### config.mk
export PLATFORM = sky130hd
export DESIGN_NAME = sigma_lsu_flat
export DESIGN_NICKNAME = d
export VERILOG_FILES = /design/src/rtl/sigma_lsu_if.sv /design/src/rtl/sigma_lsu.sv /design/src/flat_wrapper.sv
export SDC_FILE = /design/constraint.sdc
export NUM_CORES = 1
export LEC_CHECK = 0
export ABC_AREA = 1
export BUFFER_PORTS_ARGS = -buffer_cell sky130_fd_sc_hd__buf_2
export CORE_MARGIN = 1
export CORE_UTILIZATION = 40
export DETAILED_ROUTE_END_ITERATION = 12
export PLACE_DENSITY = 0.78
export SLEW_MARGIN = 10
export SYNTH_ARGS = -nofsm -noshare
export SYNTH_HDL_FRONTEND = slang
export SYNTH_SLANG_ARGS = --single-unit
### constraint.sdc
create_clock -name clk -period 4.3 [get_ports clk]
set_clock_uncertainty 0.2 [all_clocks]
set_input_delay 0.86 -clock clk [delete_from_list [all_inputs] [get_ports clk]]
set_output_delay 0.86 -clock clk [all_outputs]
set_load 0.02 [all_outputs]
### src/rtl/sigma_lsu_if.sv
`default_nettype none
// ============================================================================
//  Module      : sigma_lsu_if
//  Description : Bundle of EX request, data-memory bus and writeback response
//                signals around the SigmaCore load/store unit.
//  Revision    : 1.0 - initial release
// ============================================================================
interface sigma_lsu_if;
  // EX stage request
  logic        req_valid;
  logic        req_ready;
  logic        req_we;
  logic [2:0]  req_funct3;
  logic [31:0] req_addr;
  logic [31:0] req_wdata;
  logic [4:0]  req_rd;
  // data-memory bus
  logic        mem_req;
  logic        mem_we;
  logic [31:0] mem_addr;
  logic [3:0]  mem_be;
  logic [31:0] mem_wdata;
  logic        mem_gnt;
  logic        mem_rvalid;
  logic [31:0] mem_rdata;
  // writeback response
  logic        rsp_valid;
  logic [31:0] rsp_rdata;
  logic [4:0]  rsp_rd;
  logic        rsp_wb;
  logic        rsp_misaligned;
  logic        rsp_bus_err;

  // LSU side
  modport slave (
    input  req_valid, req_we, req_funct3, req_addr, req_wdata, req_rd,
    output req_ready,
    output mem_req, mem_we, mem_addr, mem_be, mem_wdata,
    input  mem_gnt, mem_rvalid, mem_rdata,
    output rsp_valid, rsp_rdata, rsp_rd, rsp_wb, rsp_misaligned, rsp_bus_err
  );

  // EX stage / memory / writeback side
  modport master (
    output req_valid, req_we, req_funct3, req_addr, req_wdata, req_rd,
    input  req_ready,
    input  mem_req, mem_we, mem_addr, mem_be, mem_wdata,
    output mem_gnt, mem_rvalid, mem_rdata,
    input  rsp_valid, rsp_rdata, rsp_rd, rsp_wb, rsp_misaligned, rsp_bus_err
  );
endinterface
`default_nettype wire

### src/rtl/sigma_lsu.sv
`default_nettype none
// ============================================================================
//  Module      : sigma_lsu
//  Description : Load/store unit. One request/grant/response bus transaction
//                per op with byte-lane steering, load extension, misalignment
//                trapping and a WAIT-state timeout.
//  Revision    : 1.0 - initial release
// ============================================================================
module sigma_lsu #(
  parameter int unsigned TIMEOUT_CYCLES = 255,
  parameter int unsigned CNT_W          = 8
) (
  input  logic        clk,
  input  logic        rst_n,
  sigma_lsu_if.slave  bus
);

  typedef enum logic [1:0] {
    S_IDLE = 2'd0,
    S_REQ  = 2'd1,
    S_WAIT = 2'd2,
    S_RESP = 2'd3
  } state_e;

  localparam bit             TO_EN   = (TIMEOUT_CYCLES != 0);
  localparam logic [CNT_W-1:0] TO_LAST = CNT_W'(TO_EN ? TIMEOUT_CYCLES - 1 : 0);

  state_e            state_q, state_d;
  logic [CNT_W-1:0]  cnt_q, cnt_d;
  logic              we_q;
  logic [2:0]        funct3_q;
  logic [31:0]       addr_q;
  logic [31:0]       wdata_q;
  logic [4:0]        rd_q;
  logic [31:0]       rsp_rdata_q;
  logic [4:0]        rsp_rd_q;
  logic              rsp_wb_q;
  logic              rsp_mis_q;
  logic              rsp_err_q;

  logic              w_illegal;
  logic              w_accept;
  logic              w_fin_ok;
  logic              w_fin_err;
  logic [3:0]        w_be;
  logic [31:0]       w_wdata;
  logic [31:0]       w_shifted;
  logic [31:0]       w_ext;
  logic              w_in_req;

  // Decode the incoming op for alignment faults and unsupported funct3 codes.
  always_comb begin
    w_illegal = 1'b1;
    case (bus.req_funct3)
      3'b000:  w_illegal = 1'b0;
      3'b001:  w_illegal = bus.req_addr[0];
      3'b010:  w_illegal = |bus.req_addr[1:0];
      3'b100:  w_illegal = bus.req_we;
      3'b101:  w_illegal = bus.req_we | bus.req_addr[0];
      default: w_illegal = 1'b1;
    endcase
  end

  // Byte-lane enables and lane-replicated store data for the latched op.
  always_comb begin
    w_be    = 4'b1111;
    w_wdata = wdata_q;
    case (funct3_q[1:0])
      2'b00: begin
        w_be    = 4'b0001 << addr_q[1:0];
        w_wdata = {4{wdata_q[7:0]}};
      end
      2'b01: begin
        w_be    = 4'b0011 << addr_q[1:0];
        w_wdata = {2{wdata_q[15:0]}};
      end
      default: begin
        w_be    = 4'b1111;
        w_wdata = wdata_q;
      end
    endcase
  end

  // Move the addressed lane to bit 0 and sign/zero extend it.
  always_comb begin
    w_shifted = bus.mem_rdata >> {addr_q[1:0], 3'b000};
    w_ext     = bus.mem_rdata;
    case (funct3_q)
      3'b000:  w_ext = {{24{w_shifted[7]}}, w_shifted[7:0]};
      3'b100:  w_ext = {24'h0, w_shifted[7:0]};
      3'b001:  w_ext = {{16{w_shifted[15]}}, w_shifted[15:0]};
      3'b101:  w_ext = {16'h0, w_shifted[15:0]};
      default: w_ext = bus.mem_rdata;
    endcase
  end

  // Next-state logic, WAIT timeout counter and completion strobes.
  always_comb begin
    state_d   = state_q;
    cnt_d     = cnt_q;
    w_accept  = 1'b0;
    w_fin_ok  = 1'b0;
    w_fin_err = 1'b0;
    case (state_q)
      S_IDLE: begin
        if (bus.req_valid) begin
          w_accept = 1'b1;
          state_d  = w_illegal ? S_RESP : S_REQ;
        end
      end
      S_REQ: begin
        if (bus.mem_gnt) begin
          state_d = S_WAIT;
          cnt_d   = '0;
        end
      end
      S_WAIT: begin
        // A response arriving on the last allowed cycle still wins.
        if (bus.mem_rvalid) begin
          state_d  = S_RESP;
          w_fin_ok = 1'b1;
        end else if (TO_EN && (cnt_q == TO_LAST)) begin
          state_d   = S_RESP;
          w_fin_err = 1'b1;
        end else begin
          cnt_d = cnt_q + 1'b1;
        end
      end
      S_RESP:  state_d = S_IDLE;
      default: state_d = S_IDLE;
    endcase
  end

  // State and counter registers; reset abandons any op in flight.
  always_ff @(posedge clk or negedge rst_n) begin
    if (!rst_n) begin
      state_q <= S_IDLE;
      cnt_q   <= '0;
    end else begin
      state_q <= state_d;
      cnt_q   <= cnt_d;
    end
  end

  // Latch the op on accept and build the response record on completion.
  always_ff @(posedge clk or negedge rst_n) begin
    if (!rst_n) begin
      we_q        <= 1'b0;
      funct3_q    <= 3'b000;
      addr_q      <= '0;
      wdata_q     <= '0;
      rd_q        <= '0;
      rsp_rdata_q <= '0;
      rsp_rd_q    <= '0;
      rsp_wb_q    <= 1'b0;
      rsp_mis_q   <= 1'b0;
      rsp_err_q   <= 1'b0;
    end else begin
      if (w_accept) begin
        we_q      <= bus.req_we;
        funct3_q  <= bus.req_funct3;
        addr_q    <= bus.req_addr;
        wdata_q   <= bus.req_wdata;
        rd_q      <= bus.req_rd;
        rsp_mis_q <= w_illegal;
        rsp_err_q <= 1'b0;
        if (w_illegal) begin
          rsp_rdata_q <= '0;
          rsp_rd_q    <= bus.req_rd;
          rsp_wb_q    <= 1'b0;
        end
      end
      if (w_fin_ok) begin
        rsp_rdata_q <= we_q ? 32'h0 : w_ext;
        rsp_rd_q    <= rd_q;
        rsp_wb_q    <= ~we_q & (rd_q != 5'd0);
      end
      if (w_fin_err) begin
        rsp_rdata_q <= '0;
        rsp_rd_q    <= rd_q;
        rsp_wb_q    <= 1'b0;
        rsp_err_q   <= 1'b1;
      end
    end
  end

  // Bus fields are only driven while the request is outstanding.
  assign w_in_req           = (state_q == S_REQ);
  assign bus.req_ready      = (state_q == S_IDLE);
  assign bus.mem_req        = w_in_req;
  assign bus.mem_we         = w_in_req & we_q;
  assign bus.mem_addr       = w_in_req ? {addr_q[31:2], 2'b00} : 32'h0;
  assign bus.mem_be         = w_in_req ? w_be : 4'b0000;
  assign bus.mem_wdata      = w_in_req ? w_wdata : 32'h0;
  assign bus.rsp_valid      = (state_q == S_RESP);
  assign bus.rsp_rdata      = rsp_rdata_q;
  assign bus.rsp_rd         = rsp_rd_q;
  assign bus.rsp_wb         = rsp_wb_q;
  assign bus.rsp_misaligned = rsp_mis_q;
  assign bus.rsp_bus_err    = rsp_err_q;

endmodule
`default_nettype wire

### src/flat_wrapper.sv
// flat-port wrapper written by rule: the top's interface ports become plain ports
module sigma_lsu_flat 
#(
  parameter int unsigned TIMEOUT_CYCLES = 255,
  parameter int unsigned CNT_W          = 8
)
  (clk, rst_n, bus_req_valid, bus_req_we, bus_req_funct3, bus_req_addr, bus_req_wdata, bus_req_rd, bus_req_ready, bus_mem_req, bus_mem_we, bus_mem_addr, bus_mem_be, bus_mem_wdata, bus_mem_gnt, bus_mem_rvalid, bus_mem_rdata, bus_rsp_valid, bus_rsp_rdata, bus_rsp_rd, bus_rsp_wb, bus_rsp_misaligned, bus_rsp_bus_err);
  sigma_lsu_if bus_i ();
  input  logic clk;
  input  logic rst_n;
  input wire logic [$bits(bus_i.req_valid)-1:0] bus_req_valid;
  input wire logic [$bits(bus_i.req_we)-1:0] bus_req_we;
  input wire logic [$bits(bus_i.req_funct3)-1:0] bus_req_funct3;
  input wire logic [$bits(bus_i.req_addr)-1:0] bus_req_addr;
  input wire logic [$bits(bus_i.req_wdata)-1:0] bus_req_wdata;
  input wire logic [$bits(bus_i.req_rd)-1:0] bus_req_rd;
  output wire logic [$bits(bus_i.req_ready)-1:0] bus_req_ready;
  output wire logic [$bits(bus_i.mem_req)-1:0] bus_mem_req;
  output wire logic [$bits(bus_i.mem_we)-1:0] bus_mem_we;
  output wire logic [$bits(bus_i.mem_addr)-1:0] bus_mem_addr;
  output wire logic [$bits(bus_i.mem_be)-1:0] bus_mem_be;
  output wire logic [$bits(bus_i.mem_wdata)-1:0] bus_mem_wdata;
  input wire logic [$bits(bus_i.mem_gnt)-1:0] bus_mem_gnt;
  input wire logic [$bits(bus_i.mem_rvalid)-1:0] bus_mem_rvalid;
  input wire logic [$bits(bus_i.mem_rdata)-1:0] bus_mem_rdata;
  output wire logic [$bits(bus_i.rsp_valid)-1:0] bus_rsp_valid;
  output wire logic [$bits(bus_i.rsp_rdata)-1:0] bus_rsp_rdata;
  output wire logic [$bits(bus_i.rsp_rd)-1:0] bus_rsp_rd;
  output wire logic [$bits(bus_i.rsp_wb)-1:0] bus_rsp_wb;
  output wire logic [$bits(bus_i.rsp_misaligned)-1:0] bus_rsp_misaligned;
  output wire logic [$bits(bus_i.rsp_bus_err)-1:0] bus_rsp_bus_err;
  assign bus_i.req_valid = bus_req_valid;
  assign bus_i.req_we = bus_req_we;
  assign bus_i.req_funct3 = bus_req_funct3;
  assign bus_i.req_addr = bus_req_addr;
  assign bus_i.req_wdata = bus_req_wdata;
  assign bus_i.req_rd = bus_req_rd;
  assign bus_req_ready = bus_i.req_ready;
  assign bus_mem_req = bus_i.mem_req;
  assign bus_mem_we = bus_i.mem_we;
  assign bus_mem_addr = bus_i.mem_addr;
  assign bus_mem_be = bus_i.mem_be;
  assign bus_mem_wdata = bus_i.mem_wdata;
  assign bus_i.mem_gnt = bus_mem_gnt;
  assign bus_i.mem_rvalid = bus_mem_rvalid;
  assign bus_i.mem_rdata = bus_mem_rdata;
  assign bus_rsp_valid = bus_i.rsp_valid;
  assign bus_rsp_rdata = bus_i.rsp_rdata;
  assign bus_rsp_rd = bus_i.rsp_rd;
  assign bus_rsp_wb = bus_i.rsp_wb;
  assign bus_rsp_misaligned = bus_i.rsp_misaligned;
  assign bus_rsp_bus_err = bus_i.rsp_bus_err;
  sigma_lsu #(.TIMEOUT_CYCLES(TIMEOUT_CYCLES), .CNT_W(CNT_W)) u_core (.clk(clk), .rst_n(rst_n), .bus(bus_i));
endmodule
==> Word level (Yosys, flattened, before mapping) <==
Cells that the tools add are included.
{ "classes": {"n_addsub": 1, "n_eq_ne": 17, "shift": 3, "muxes": 39, "bitwise": 4, "reduce_logical": 13} }
{ "op_table": {"columns": ["op", "count"], "rows": [
  ["two-way mux 32 bit", 7],
  ["case mux 32 bit (4 select lines)", 1],
  ["case mux 32 bit (2 select lines)", 1],
  ["right shift 32 x 5 -> 16 bit", 1],
  ["two-way mux 8 bit", 3],
  ["two-way mux 5 bit", 4],
  ["case mux 8 bit (2 select lines)", 1],
  ["two-way mux 1 bit", 13],
  ["equality test 3 bit, second input constant", 4],
  ["two-way mux 2 bit", 5],
  ["adder 8 x 1 -> 8 bit, second input constant", 1],
  ["equality test 8 bit, second input constant", 1],
  ["!= test 2 bit, second input constant", 4],
  ["case mux 2 bit (4 select lines)", 1],
  ["case mux 4 bit (2 select lines)", 1],
  ["equality test 3 x 1 -> 1 bit, second input constant", 2],
  ["logical NOT 3 bit", 2],
  ["nonzero test 3 bit", 2],
  ["case mux 1 bit (5 select lines)", 1],
  ["nonzero test 5 bit", 1],
  ["equality test 2 x 1 -> 1 bit, second input constant", 2],
  ["equality test 2 bit, second input constant", 2],
  ["logical NOT 2 bit", 2],
  ["two-way mux 4 bit", 1],
  ["other kinds (12)", 14]
]} }
{ "word_totals": {"regBits": 123, "in_bits": 110, "elab_cells": 89} }

==> Depth between registers and ports, before layout <==
{ "depth": {"ltp_word": 6, "depth_mapped": 11, "depth_no_buf": 10} }

==> Least setup slack after synthesis <==
Ideal clock, no wire load.
{ "synth_timing": {"path_type": "flip-flop to output port", "from": "reg u_core.state_q[1]", "to": "out bus_mem_wdata[12]", "t_arrival_ns": 1.760, "t_required_ns": 3.240, "path_slack_ns": 1.480, "stages_incl_launch_ff": 7, "cell_sequence": "dfrtp_1 -> inv_1 -> ha_1 -> clkbuf_1 -> clkbuf_1 -> o21ai_0 -> a21oi_1"} }
{ "synth_via": {"elab_chain_len": 2} }
{ "synth_rtl": {"columns": ["element", "line", "source"], "rows": [
  ["start: declaration", "sigma_lsu.sv:28", "state_e state_q, state_d;"],
  ["start signal: assignment", "sigma_lsu.sv:140", "state_q <= state_d;"],
  ["equality test 2 x 1 -> 1 bit", "sigma_lsu.sv:188", "assign w_in_req = (state_q == S_REQ);"],
  ["net bus_mem_req", "flat_wrapper.sv:18", "output wire logic [$bits(bus_i.mem_req)-1:0] bus_mem_req;"],
  ["two-way mux 32 bit", "sigma_lsu.sv:194", "assign bus.mem_wdata = w_in_req ? w_wdata : 32'h0;"],
  ["end: declaration", "flat_wrapper.sv:22", "output wire logic [$bits(bus_i.mem_wdata)-1:0] bus_mem_wdata;"]
]} }
The timed path passes the listed nets, and every way through them passes these cells.

==> Worst setup path after layout <==
{ "layout_timing": {"from": "reg u_core.state_q[1]", "to": "out bus_mem_wdata[8]"} }
{ "layout_via": {"elab_chain_len": 2} }
{ "layout_rtl": {"columns": ["element", "line"], "rows": [
  ["equality test 2 x 1 -> 1 bit", "sigma_lsu.sv:188"],
  ["two-way mux 32 bit", "sigma_lsu.sv:194"]
]} }
Every way passes these cells.

==> metrics.log <==
[metrics] Avg Vias per Cell: 4.92
[metrics] IO Count: about 220
[metrics] area of the core: between 15000 and 20000 sq um
[metrics] cells resized by post-CTS repair: 0
[metrics] type of the worst setup path: reg2out
[metrics] Num Clock Sinks: between 100 and 150
[metrics] vertical extent of the die: between 100 and 150 microns
[metrics] # diodes: 0
[metrics] switching power: about 2900 uW
[metrics] RSZ-0062 raised after global routing: no
[metrics] die width: 130 microns
[metrics] routed vias: about 6700
[metrics] Worst Setup Slack post-DPL: 1.33 ns
[metrics] number of hold buffers added after cts: 0
[metrics] outcome: completed
[metrics] number of buffers inserted to repair setup after CTS: 0
[metrics] warnings from Yosys: 0
[metrics] layout cell share with drive strength beyond 1: around a quarter
[metrics] number of nets with antenna violations after detailed routing: 0
[metrics] startpoint class of the critical path: flop
[metrics] Critical Path End Type: output pin
[metrics] GRT Overall Usage: about a quarter
[metrics] worst-case register-to-register setup slack: 1.67 ns
[metrics] aggregate global routing overflow: 0
[metrics] number of unique standard cell types used by synthesis: 30
[metrics] WHS Endpoint: u_core.wdata_q[26]$_DFFE_PN0P_
[metrics] Reg-to-Reg End: u_core.bus.rsp_rd[3]$_DFFE_PN0P_
[metrics] wire length of the first global-routing pass: about 31000 microns
[metrics] total placed cells including tap cells: 1321
[metrics] final hold violation count: 0
[metrics] combinational cell fraction of total power: between 40% and 50%
[metrics] average footprint of a synthesized cell: 7.07 sq um
[metrics] number of clock buffers inserted by TritonCTS: 17
[metrics] slew of the pin with the lowest slew margin: a little over 0.8 ns
[metrics] Max transition margin: a little under half
[metrics] worst hold slack: around 0.28 ns
[metrics] initial antenna violation count: 1
[metrics] synthesized flop and latch total: 123
[metrics] start point of the worst hold path: u_core.wdata_q[26]$_DFFE_PN0P_
[metrics] critical path data required time: about 3.2 ns
[metrics] detailed-placement wirelength estimate: between 10000 and 15000 microns
[metrics] relative contribution of the clock network to total power: a little under a quarter
[metrics] row count: 46
[metrics] final worst path period need: around 3.4 ns
[metrics] WP data arrival: approximately 2.3 ns
[metrics] netlist area before placement: ~6600 sq um
[metrics] area delta synth->final: 27.6%
[metrics] Detailed Route WL: 19700 microns
[metrics] largest vdd supply drop: approximately 0.33 mV
[metrics] post-DR wirelength/cell: about 15 microns
[metrics] crit path setup slack, layout: 0.914 ns
[metrics] sequential cell fraction of total power: around a third
[metrics] final count of pins violating max slew: 0
[metrics] cell at the root of the clock tree: clkbuf_16
[metrics] length of the first detailed-routing pass in iterations: 5
[metrics] most frequent standard cell in the layout excluding fill and tap cells: nand2_1
[metrics] maximum fanout encountered on the critical timing path: 28
[metrics] commonest cells after routing, fill and taps aside: 389 x nand2_1, 218 x buf_2, 123 x dfrtp_1
[metrics] initial DRC count: ~500
[metrics] highest clock rate: just under 0.3 GHz
[metrics] period utilization: about 79%
[metrics] vias in the first global route: approximately 6000
[metrics] number of endpoints failing setup at the final stage: 0
[metrics] RD Place Congestion: between 0.8 and 0.9
[metrics] R2R Path Start: u_core.state_q[0]$_DFFE_PN0P_
[metrics] DR DRC count: 0
[metrics] switching part of the total: between 40% and 50%
[metrics] buffer depth of the longest clock path: 2
[metrics] largest net degree at the start of global routing: around 70
[metrics] internal power component: 3510 uW
[metrics] count of non-filler cells in the finished layout: between 1000 and 1500
[metrics] class of the tightest hold or removal check: reg2reg
[metrics] instance count of the mapped netlist: approximately 930
[metrics] TritonCTS clock tree: built
[metrics] clock insertion delay at the later pin of the skew report: between 0.4 and 0.5 ns
[metrics] Port Buffers: approximately 220
[metrics] number of cells traversed by the worst register-to-register path: 10
[metrics] total negative slack: 0 ns
[metrics] cell count of the worst hold path: 2
[metrics] power per cell area: about 760 nW/um^2
[metrics] number of nets in the finished design: 1240
[metrics] static power due to leakage: 0.00505 uW
[metrics] post-synthesis sequential area ratio: 46.9%
[metrics] maximum level of the CTS H-tree: 4
[metrics] Initial Utilization: about two fifths
[metrics] Die Outline Area: 16900 sq um
[metrics] clock edge transition at the registers on the reported setup and hold paths: 0.06 ns
[metrics] count of max-cap constraint violations: 0
## registers in the layout, summed over array words and instances, names as in the netlist
register,cells
u_core.addr_q,32
u_core.bus.rsp_rdata,32
u_core.wdata_q,32
u_core.cnt_q,8
u_core.bus.rsp_rd,5
u_core.rd_q,5
u_core.funct3_q,3
u_core.state_q,2
u_core.bus.rsp_bus_err,1
u_core.bus.rsp_misaligned,1
u_core.bus.rsp_wb,1
u_core.we_q,1
## cell families (layout without fill, tap and decap cells)
| logic type | Yosys count | after routing | share of synthesized area [%] |
|---|---|---|---|
| other | 1 | 2 | 0.0571 |
| buffers and inverters | 131 | 338 | 8.44 |
| and+or+nand+nor | 567 | 567 | 35.4 |
| xor gates and xnor gates | 4 | 4 | 0.533 |
| adders and majority gates | 6 | 6 | 1.14 |
| AOI/OAI and AO/OA | 97 | 97 | 7.58 |
| DFF | 123 | 123 | 46.9 |
## how the worst max path moves through the flow
| stage | startpoint | endpoint | cells after the start |
|---|---|---|---|
| after detailed placement | u_core.funct3_q[1]$_DFFE_PN0P_ | bus_mem_be[3] | 7 |
| after global routing | u_core.state_q[1]$_DFFE_PN0P_ | bus_mem_wdata[13] | 6 |
| after floorplan | u_core.state_q[1]$_DFFE_PN0P_ | bus_mem_wdata[12] | 6 |
| after CTS | u_core.funct3_q[1]$_DFFE_PN0P_ | bus_mem_be[3] | 7 |
| after global placement | u_core.state_q[1]$_DFFE_PN0P_ | bus_mem_wdata[29] | 6 |
| final | u_core.state_q[1]$_DFFE_PN0P_ | bus_mem_wdata[8] | 6 |
## power groups by stage
stage               clock network [uW]  logic [uW]  registers (uW)
floorplan                            0        1920            2040
global placement                     0        2810            2010
detailed placement                   0        2870            2020
CTS                               1530        2880            2010
global route                      1580        3220            2070
finish                            1500        2860            2010
## final cells by class
type / count / area, sq um
Inverter: 78 / 293
Sequential cell: 123 / 3080
Clock buffer: 20 / 447
Tap cell: 216 / 270
Fill cell: 1560 / 7560
Clock inverter: 12 / 171
Multi-Input combinational cell: 676 / 2940
Timing Repair Buffer: 228 / 1180
## cell usage after synthesis
| cell type | instances | area share [%] |
|---|---|---|
| nand3_1 | 88 | 6.7 |
| dfrtp_1 | 123 | 47 |
| o21ai_0 | 66 | 5.0 |
| buf_4 | 2 | 0.23 |
| and2_1 | 1 | 0.095 |
| nand2_2 | 1 | 0.095 |
| conb_1 | 1 | 0.057 |
| nand3b_1 | 1 | 0.11 |
| o21ai_1 | 1 | 0.076 |
| o21bai_1 | 1 | 0.11 |
| nand4_1 | 2 | 0.19 |
| nand2_4 | 1 | 0.17 |
| inv_1 | 72 | 4.1 |
| nand3_4 | 1 | 0.27 |
| buf_1 | 2 | 0.11 |
| nor2_1 | 67 | 3.8 |
| xor2_1 | 4 | 0.53 |
| nor3_1 | 2 | 0.15 |
| buf_6 | 5 | 0.86 |
| a21oi_1 | 21 | 1.6 |
| buf_2 | 14 | 1.1 |
| ha_1 | 6 | 1.1 |
| nor2_8 | 1 | 0.30 |
| o22ai_1 | 8 | 0.76 |
| nor2_2 | 4 | 0.38 |
| or2_2 | 7 | 0.67 |
| clkbuf_1 | 30 | 1.7 |
| nand2_1 | 390 | 22 |
| or2_1 | 1 | 0.095 |
| inv_2 | 6 | 0.34 |
## critical path, cell delays in order (launching register included)
cell and delay (ns):
dfrtp_1 0.41, inv_1 0.09, ha_2 0.50, buf_4 0.38, o21ai_0 0.19, a21oi_1 0.16, buf_2 0.19
## per-layer routing
metal	GRT usage [%]	wire length (microns)	vias up
met5	0	17	-
met4	9.37	436	2
met3	6.36	1650	39
met2	39.0	9240	299
met1	30.4	8370	3033
li1	-	-	3282
## stage by stage
step	cell area [sq um]	utilization [%]	power, uW
after global placement	7760	48.7	4830
after floorplan	6570	-	3960
after detailed placement	7760	48.7	4890
after global routing	8380	52.6	6860
final	8380	52.6	6370
after CTS	8380	52.6	6420
No activity file was read; power rests on OpenSTA's default activity.
